**config.mk**
```make
export PLATFORM = sky130hd
export DESIGN_NAME = gated_xor_pipe_flat
export DESIGN_NICKNAME = d
export VERILOG_FILES = /design/src/rtl/gated_xor_pipe_if.sv /design/src/rtl/gated_xor_pipe.sv /design/src/flat_wrapper.sv
export SDC_FILE = /design/constraint.sdc
export NUM_CORES = 1
export LEC_CHECK = 0
export BUFFER_PORTS_ARGS = -buffer_cell sky130_fd_sc_hd__clkbuf_2
export CAP_MARGIN = 10
export CORE_ASPECT_RATIO = 0.6
export CORE_MARGIN = 3
export CORE_UTILIZATION = 25
export DETAILED_ROUTE_END_ITERATION = 10
export GPL_ROUTABILITY_DRIVEN = 1
export GPL_TIMING_DRIVEN = 0
export HOLD_SLACK_MARGIN = 0.05
export PLACE_DENSITY = 0.51
export SLEW_MARGIN = 0
export SYNTH_ARGS = -nofsm -noshare
export SYNTH_HDL_FRONTEND = slang
export SYNTH_SLANG_ARGS = --single-unit
```
**constraint.sdc**
```tcl
create_clock -name clk -period 3.06 [get_ports clk]
set_input_delay 0.612 -clock clk [delete_from_list [all_inputs] [get_ports clk]]
set_output_delay 0.612 -clock clk [all_outputs]
set_load 0.01 [all_outputs]
```
**src/rtl/gated_xor_pipe_if.sv**
```systemverilog
// Valid/ready bundle for gated_xor_pipe: operand beat in, result beat out, activity counter.
// master = surrounding environment, slave = the pipe itself.
interface gated_xor_pipe_if #(
   parameter int WIDTH = 8,
   parameter int CNT_W = 16
);
   logic             in_valid;
   logic             in_ready;
   logic [WIDTH-1:0] en;
   logic [WIDTH-1:0] a;
   logic [WIDTH-1:0] b;
   logic [WIDTH-1:0] c;
   logic             mode;
   logic             out_valid;
   logic             out_ready;
   logic [WIDTH-1:0] y;
   logic             act_clr;
   logic [CNT_W-1:0] act_cnt;

   modport master (
      output in_valid, en, a, b, c, mode, out_ready, act_clr,
      input  in_ready, out_valid, y, act_cnt
   );

   modport slave (
      input  in_valid, en, a, b, c, mode, out_ready, act_clr,
      output in_ready, out_valid, y, act_cnt
   );
endinterface

```
**src/rtl/gated_xor_pipe.sv**
```systemverilog
// gated_xor_pipe: per-lane gated (a&c)|(a^b) behind a STAGES-deep valid/ready pipeline.
// The output activity counter is built only when GATED_XOR_PIPE_ACTIVITY_EN is defined.
module gated_xor_pipe #(
   parameter int WIDTH  = 8,
   parameter int STAGES = 2,
   parameter int CNT_W  = 16
) (
   input  logic               clk,
   input  logic               rst_n,
   gated_xor_pipe_if.slave    bus
);

   logic [STAGES-1:0] r_vld;
   logic [WIDTH-1:0]  r_dat [STAGES];
   logic              r_rdy_en;
   logic [STAGES-1:0] w_move;
   logic              w_full;
   logic              w_in_ready;
   logic              w_acc;
   logic              w_deliver;
   logic [WIDTH-1:0]  w_func;

   // Lane function, selected by the mode bit that travels with the beat.
   always_comb begin
      w_func = '0;
      if (bus.mode) begin
         w_func = ~bus.en & ((bus.a & bus.c) | (bus.a ^ bus.b));
      end else begin
         w_func = bus.en & ((bus.a & bus.c) | (bus.a ^ bus.b));
      end
   end

   // A stage may move when downstream takes the output or any stage from here on holds a bubble.
   always_comb begin
      w_full = 1'b1;
      w_move = '0;
      for (int s = STAGES - 1; s >= 0; s--) begin
         w_full    = w_full & r_vld[s];
         w_move[s] = bus.out_ready | ~w_full;
      end
   end

   assign w_in_ready = r_rdy_en & w_move[0];
   assign w_acc      = bus.in_valid & w_in_ready;
   assign w_deliver  = r_vld[STAGES-1] & bus.out_ready;

   // Ready stays low through reset and comes up on the first clock after release.
   always_ff @(posedge clk or negedge rst_n) begin
      if (!rst_n) begin
         r_rdy_en <= 1'b0;
      end else begin
         r_rdy_en <= 1'b1;
      end
   end

   // Pipeline stages: data registers load only when a valid beat actually enters them.
   always_ff @(posedge clk or negedge rst_n) begin
      if (!rst_n) begin
         r_vld <= '0;
         for (int s = 0; s < STAGES; s++) begin
            r_dat[s] <= '0;
         end
      end else begin
         if (w_move[0]) begin
            r_vld[0] <= w_acc;
            if (w_acc) begin
               r_dat[0] <= w_func;
            end
         end
         for (int s = 1; s < STAGES; s++) begin
            if (w_move[s]) begin
               r_vld[s] <= r_vld[s-1];
               if (r_vld[s-1]) begin
                  r_dat[s] <= r_dat[s-1];
               end
            end
         end
      end
   end

   assign bus.in_ready  = w_in_ready;
   assign bus.out_valid = r_vld[STAGES-1];
   assign bus.y         = r_dat[STAGES-1];

`ifdef GATED_XOR_PIPE_ACTIVITY_EN
   localparam int SUM_W = CNT_W + 8;

   function automatic logic [7:0] popcount(input logic [WIDTH-1:0] v);
      logic [7:0] n;
      n = 8'd0;
      for (int i = 0; i < WIDTH; i++) begin
         n = n + {7'd0, v[i]};
      end
      return n;
   endfunction

   logic [WIDTH-1:0] r_prev_y;
   logic [CNT_W-1:0] r_act_cnt;
   logic [SUM_W-1:0] w_sum;

   // Widened sum so saturation can be detected without wrap.
   always_comb begin
      w_sum = SUM_W'(r_act_cnt) + SUM_W'(popcount(r_dat[STAGES-1] ^ r_prev_y));
   end

   // Toggle accounting on delivered beats; clear wins over a same-cycle delivery.
   always_ff @(posedge clk or negedge rst_n) begin
      if (!rst_n) begin
         r_prev_y  <= '0;
         r_act_cnt <= '0;
      end else if (bus.act_clr) begin
         r_prev_y  <= '0;
         r_act_cnt <= '0;
      end else if (w_deliver) begin
         r_prev_y  <= r_dat[STAGES-1];
         r_act_cnt <= (w_sum > SUM_W'({CNT_W{1'b1}})) ? {CNT_W{1'b1}} : w_sum[CNT_W-1:0];
      end
   end

   assign bus.act_cnt = r_act_cnt;
`else
   assign bus.act_cnt = '0;
`endif

endmodule

```
**src/flat_wrapper.sv**
```systemverilog
// flat-port wrapper written by rule: the top's interface ports become plain ports
module gated_xor_pipe_flat 
#(
   parameter int WIDTH  = 8,
   parameter int STAGES = 2,
   parameter int CNT_W  = 16
)
  (clk, rst_n, bus_in_valid, bus_en, bus_a, bus_b, bus_c, bus_mode, bus_out_ready, bus_act_clr, bus_in_ready, bus_out_valid, bus_y, bus_act_cnt);
  gated_xor_pipe_if #(.WIDTH(WIDTH), .CNT_W(CNT_W)) bus_i ();
  input  logic clk;
  input  logic rst_n;
  input wire logic [$bits(bus_i.in_valid)-1:0] bus_in_valid;
  input wire logic [$bits(bus_i.en)-1:0] bus_en;
  input wire logic [$bits(bus_i.a)-1:0] bus_a;
  input wire logic [$bits(bus_i.b)-1:0] bus_b;
  input wire logic [$bits(bus_i.c)-1:0] bus_c;
  input wire logic [$bits(bus_i.mode)-1:0] bus_mode;
  input wire logic [$bits(bus_i.out_ready)-1:0] bus_out_ready;
  input wire logic [$bits(bus_i.act_clr)-1:0] bus_act_clr;
  output wire logic [$bits(bus_i.in_ready)-1:0] bus_in_ready;
  output wire logic [$bits(bus_i.out_valid)-1:0] bus_out_valid;
  output wire logic [$bits(bus_i.y)-1:0] bus_y;
  output wire logic [$bits(bus_i.act_cnt)-1:0] bus_act_cnt;
  assign bus_i.in_valid = bus_in_valid;
  assign bus_i.en = bus_en;
  assign bus_i.a = bus_a;
  assign bus_i.b = bus_b;
  assign bus_i.c = bus_c;
  assign bus_i.mode = bus_mode;
  assign bus_i.out_ready = bus_out_ready;
  assign bus_i.act_clr = bus_act_clr;
  assign bus_in_ready = bus_i.in_ready;
  assign bus_out_valid = bus_i.out_valid;
  assign bus_y = bus_i.y;
  assign bus_act_cnt = bus_i.act_cnt;
  gated_xor_pipe #(.WIDTH(WIDTH), .STAGES(STAGES), .CNT_W(CNT_W)) u_core (.clk(clk), .rst_n(rst_n), .bus(bus_i));
endmodule
```
==> results.json, run 1 <==
{
  "outcome": "finished, final reports clean",
  "postCtsSetupBuffers": 0,
  "area_growth_pct": 36.5,
  "cts.sinks": 19,
  "slew_violations": 0,
  "fmax_mhz": 489,
  "nets": 215,
  "die_height_um": 57.2,
  "critPathBufInv": 3,
  "cts_buffers": 3,
  "ctsResizeCount": 0,
  "drcViolationCount": 0,
  "grt_pass1_wl_um": 3700,
  "setup-tns-final_ns": 0,
  "startpoint_type": "input port",
  "final_cell_mix": "clkbuf_2, buf_4, dfrtp_1",
  "cts_hold_buf": 0,
  "ys.warnings.count": 0,
  "antenna_cells": 0,
  "fin_util_pct": 38.0,
  "fp-row-count": 17,
  "postRouteWirelength_um": 2330,
  "hold_viol": 0,
  "cp.arrival_ns": 1.43,
  "place_area_um2": 1440,
  "cts-root-buf": "clkbuf_8",
  "routabilityCongestion": 0.694,
  "hp-class": "input port to asynchronous set/reset pin",
  "final_common_cell": "clkbuf_2",
  "p_leak_nw": 0.814,
  "syn_avg_cell_area_um2": 9.74,
  "num_vias": 852,
  "wl_per_cell_um": 10.0,
  "period_needed_ns": 2.05,
  "core_um2": 3910,
  "synth_cell_type_count": 17,
  "critPathMaxFanout": 10,
  "finalSetupViolations": 0,
  "drtIter0Drc": 8,
  "clk_pin_slew_ns": 0.07,
  "crit_chain": "clkbuf_2, and3b_1, clkbuf_1, nor2b_1, clkbuf_2",
  "yosysSeqAreaShare_pct": 43.6,
  "critical_path.startpoint": "bus_out_ready",
  "critPathMostFrequentCell": "clkbuf_2",
  "grt_usage_pct": 8.80,
  "synth_area_um2": 1090,
  "critPathKind": "input port to output port",
  "die_x_um": 91.3,
  "design_area_um2": 1490,
  "slowest_stage": "clkbuf_1",
  "antenna_left": 0,
  "cp.required_ns": 2.45,
  "regToRegStartpoint": "u_core.r_vld[1]",
  "cts.htree.levels": 1,
  "grt-ovfl-total": 0,
  "crit_path_end_kind": "output port",
  "synthCells": 112,
  "synth-seq-cells": 19,
  "io_pins": 64,
  "die-area_um2": 5220,
  "cts_tree": "yes",
  "period_share_pct": 66.8,
  "cap_violations": 0,
  "slowest_delay_ns": 0.30,
  "io_buffers": 45,
  "cp_top_family": "buffers and inverters",
  "clock_latency_ns": 0.25,
  "grt_pass1_vias": 846,
  "clock_skew_ns": 0.000825,
  "dp_hpwl_um": 2020,
  "vias_per_cell": 3.66,
  "clock_path_buffers": 2,
  "powerDensity_nw_per_um2": 487,
  "max-vdd-ir-drop_uv": 145,
  "whs_ns": 0.300,
  "grt_max_degree": 20,
  "floorplan.initialDensity_pct": 27.9,
  "dr.pass1.iters": 4,
  "layout-drive-gt1-share_pct": 46.0,
  "antenna_found_initial": 0,
  "rsz0062_at_grt": "no"
}
[path summary, 6_finish.rpt]
kind | end | slack [ns] | cells after the start
setup / recovery | bus_in_ready | 1.02 | 5
hold / removal | u_core.r_dat[14] | 0.30 | 1
setup reg to reg | u_core.r_dat[9] | 1.75 | 4
hold reg to reg | u_core.r_vld[1] | 0.48 | 1
max in group asynchronous | u_core.bus.y[6] | 2.44 | 1
min in group clk | u_core.r_vld[1] | 0.48 | 1
[per-stage QoR]
stage / total power [mW] / instances / worst slack [ns]
after floorplan: 0.479 / 127 / 1.32
after global placement: 0.561 / 229 / 1.01
after detailed placement: 0.568 / 229 / 1.01
after CTS: 0.736 / 233 / 0.993
after global routing: 0.779 / 233 / 0.930
final: 0.726 / 233 / 1.02
[final cells by class]
class                      instances  area [µm²]
clock buffer                       4        45.0
buffer                            27         200
sequential                        19         475
fill                             418        2420
tap                               57        71.3
multi-input combinational         81         472
timing repair buffer              45         225
[flip-flops by register name, summed over array words and instances (netlist names)]
name	flops
u_core.bus.y	8
u_core.r_dat	8
u_core.r_rdy_en	1
u_core.r_vld	2
[cell families after synthesis]
logic type / Yosys count / share of synthesized area [%]
other: 2 / 0.688
flip-flops: 19 / 43.6
AO/OA/AOI/OAI: 24 / 12.8
multiplexers: 8 / 8.26
buffers and inverters: 27 / 18.3
AND/OR/NAND/NOR: 24 / 9.86
XOR/XNOR: 8 / 6.42
[power breakdown]
| part | switching [mW] | internal [mW] | total (mW) |
|---|---|---|---|
| sequential | 0.0258 | 0.302 | 0.328 |
| clock | 0.0764 | 0.0923 | 0.169 |
| combinational | 0.0982 | 0.131 | 0.229 |
| total | 0.200 | 0.525 | 0.726 |
[synthesized netlist by cell type (all sizes together)]
| cell | count | area share [%] |
|---|---|---|
| and3b | 1 | 0.80 |
| buf | 26 | 18 |
| clkbuf | 1 | 0.34 |
| conb | 2 | 0.69 |
| dfrtp | 19 | 44 |
| mux2 | 8 | 8.3 |
| nand2 | 10 | 3.4 |
| nand2b | 3 | 1.7 |
| nor2 | 8 | 2.8 |
| nor2b | 1 | 0.57 |
| o21ai | 16 | 7.3 |
| o31ai | 8 | 5.5 |
| or2 | 1 | 0.57 |
| xor2 | 8 | 6.4 |
[metal layers]
layer,share of wire (%),routed length (µm),GRT usage [%],up-vias
met1,53,1230,12.9,349
li1,-,-,-,459
met2,39,914,12.2,42
met4,1.2,27,5.15,0
met3,6.7,157,1.19,2
met5,0,0,0,-
No activity file was read; power rests on OpenSTA's default activity.
==> run 2, diff against run 1 <==
ABC_AREA = 1   (was unset)
clock period = 1.7 ns   (was 3.06 ns; I/O delays follow)
==> run 2 against run 1 <==
  * First-iteration DRC count grew to 2.9 times the previous value
  * Non-clock buffer count unchanged
  * Via count rose by 35%
  * Highest routed layer is now met3
  * Critical path type is now flip-flop to output port
  * Cell count rose by 38%
  * Count of clock-buffer cells in the layout is 1 lower
  * Setup slack got worse by 0.76 ns
  * Die area increased by 17%
  * Critical path depth did not move
  * Power increased by 81%
==> results.json, run 2 <==
{
  "critPathBufInv": 3,
  "ctsResizeCount": 0,
  "clock_skew_ns": 0.00224,
  "hold_depth": 4,
  "clock_latency_ns": 0.25,
  "floorplan.initialDensity_pct": 27.0,
  "clock_path_buffers": 2,
  "antenna_found_initial": 0,
  "netlist_top_cells_count": "nand2_1, inv_1, buf_4",
  "io_buffers": 45,
  "hp-start": "bus_out_ready",
  "core_um2": 4780,
  "clk_pin_slew_ns": 0.07,
  "period_needed_ns": 1.44,
  "critPathMaxFanout": 10,
  "period_share_pct": 84.9,
  "hp-class": "input port to flip-flop",
  "drtIter0Drc": 23,
  "slowest_delay_ns": 0.37,
  "num_vias": 1147,
  "synth.top_cell.area_share_pct": 36.9,
  "setup-tns-final_ns": 0,
  "grt_pass1_vias": 1031,
  "outcome": "finished, final reports clean",
  "die-area_um2": 6080,
  "cp_top_family": "flip-flops",
  "rrSetupSlack_ns": 0.62,
  "grt_max_degree": 20,
  "yosysSeqAreaShare_pct": 36.9,
  "pwr-share-clk_pct": 23.7,
  "switching_power_mw": 0.404,
  "dp_hpwl_um": 2240,
  "p_comb_share_pct": 31.9,
  "crit_path_end_kind": "output port",
  "yosysMostFrequentCell": "nand2_1",
  "grt_usage_pct": 9.20,
  "final_cell_mix": "nand2_1, clkbuf_2, inv_1",
  "synth-seq-cells": 19,
  "postRouteWirelength_um": 2590,
  "r2r_cells": 6,
  "fin_util_pct": 35.7,
  "synthFlopType": "dfrtp_1",
  "cp.arrival_ns": 1.10,
  "wl_per_cell_um": 8.06,
  "fp-row-count": 19,
  "area_growth_pct": 32.3,
  "powerDensity_nw_per_um2": 771,
  "async_reset_ff_share_pct": 100,
  "cts_buffers": 3,
  "cts-root-buf": "clkbuf_8",
  "finalSetupViolations": 0,
  "final_common_cell": "nand2_1",
  "synth_top_cell_by_area": "dfrtp_1",
  "slowest_stage": "dfrtp_1",
  "timing.rr.end": "u_core.r_dat[11]",
  "holdPathEnd": "u_core.r_vld[0]",
  "cts_tree": "yes",
  "io_pins": 64,
  "synthCells": 194,
  "synthTopCellsByArea": "dfrtp_1, nand2_1, buf_4, inv_1, nand3_1",
  "drcViolationCount": 0,
  "crit_chain": "buf_6, nand3_4, nand2_1, inv_1, clkbuf_2",
  "rsz0062_at_grt": "no",
  "antenna_cells": 0,
  "slew_violations": 0,
  "layout-drive-gt1-share_pct": 31.7,
  "nets": 298,
  "routabilityCongestion": 0.736,
  "syn_avg_cell_area_um2": 6.64,
  "dr.pass1.iters": 4,
  "synth_area_um2": 1290,
  "antenna_left": 0,
  "synth_cell_type_count": 12,
  "cp.required_ns": 1.36,
  "hold_viol": 0,
  "ys.warnings.count": 0,
  "die_x_um": 98.7,
  "max-vdd-ir-drop_uv": 220,
  "p_leak_nw": 1.16,
  "cap_violations": 0,
  "cts.htree.levels": 1,
  "vias_per_cell": 3.56,
  "intPower_mw": 0.911,
  "grt_pass1_wl_um": 4510,
  "postCtsSetupBuffers": 0,
  "cts.sinks": 19,
  "regToRegStartpoint": "u_core.r_vld[0]",
  "startpoint_type": "flip-flop",
  "swShare_pct": 30.7,
  "grt-ovfl-total": 0,
  "p_seq_share_pct": 44.4,
  "die_height_um": 61.6,
  "fmax_mhz": 693,
  "synth_edf_count": 0,
  "critPathKind": "flip-flop to output port"
}
==> run 2: changes by cell type in the layout (fill, tap and decap cells not counted), sizes merged <==
cell	previous run	this run
o21ai	16	0
xor2	8	0
nand2b	3	0
and3b	1	0
inv	0	36
nand2	10	85
nor2b	1	0
o31ai	8	0
nand3	0	18
clkinv	0	1
dlygate4sd3	0	1
or2	1	0
clkbuf	50	48
mux2	8	0
==> run 2: power by group through the flow <==
| stage | logic [mW] | clock network (mW) | registers [mW] |
|---|---|---|---|
| 5_1_grt | 0.486 | 0.344 | 0.597 |
| 3_5_place_dp | 0.423 | 0 | 0.594 |
| 6_report | 0.420 | 0.311 | 0.584 |
| 4_1_cts | 0.426 | 0.325 | 0.585 |
| 2_1_floorplan | 0.288 | 0 | 0.582 |
| 3_3_place_gp | 0.418 | 0 | 0.594 |
==> run 2: cells by family after synthesis <==
kind of cell           share of synthesized area [%]
and+or+nand+nor                                 36.4
buffers and inverters                           26.1
DFF                                             36.9
other                                          0.583
==> run 2: through the flow <==
step,power (mW),hold WS [ns],area [µm²],instances,worst slack [ns]
after CTS,1.34,0.376,1710,322,0.243
after global routing,1.43,0.387,1710,322,0.158
after global placement,1.01,0.324,1650,317,0.532
after detailed placement,1.02,0.323,1650,317,0.533
after floorplan,0.870,0.0444,1350,209,0.652
final,1.31,0.377,1710,322,0.256
==> run 2: cell type report <==
type                       count  area, µm²
buffer                        26        199
clock buffer                   3       41.3
timing repair buffer          46        235
multi-input combinational    128        533
sequential                    19        475
fill                         535       3070
clock inverter                 1       5.00
inverter                      36        138
tap                           63       78.8
==> run 2: worst max-delay path by stage <==
stage                          startpoint      endpoint  slack [ns]  cells after the start
after floorplan           u_core.r_vld[0]  bus_in_ready        0.65                      4
after global placement    u_core.r_vld[0]  bus_in_ready        0.53                      5
after detailed placement  u_core.r_vld[0]  bus_in_ready        0.53                      5
after CTS                 u_core.r_vld[0]  bus_in_ready        0.24                      5
after global routing      u_core.r_vld[0]  bus_in_ready        0.16                      5
final                     u_core.r_vld[0]  bus_in_ready        0.26                      5
==> run 2: tightest hold or removal path, delay by kind of cell <==
family	cells	cell delay (ns)
buf+inv	2	0.12
simple gates	2	0.12
==> run 2: layer usage <==
metal | global-route usage, % | vias to the layer above | wire, µm
met1 | 12.0 | 455 | 1280
li1 | - | 657 | -
met5 | 0 | - | 0
met4 | 1.17 | 0 | 0
met2 | 14.8 | 35 | 1080
met3 | 3.96 | 0 | 237
==> run 2: what timing repair did <==
item	4_1_cts	5_1_grt
hold endpoints to repair	12	0
endpoints found under the setup margin	0	0
hold buffers	1	0
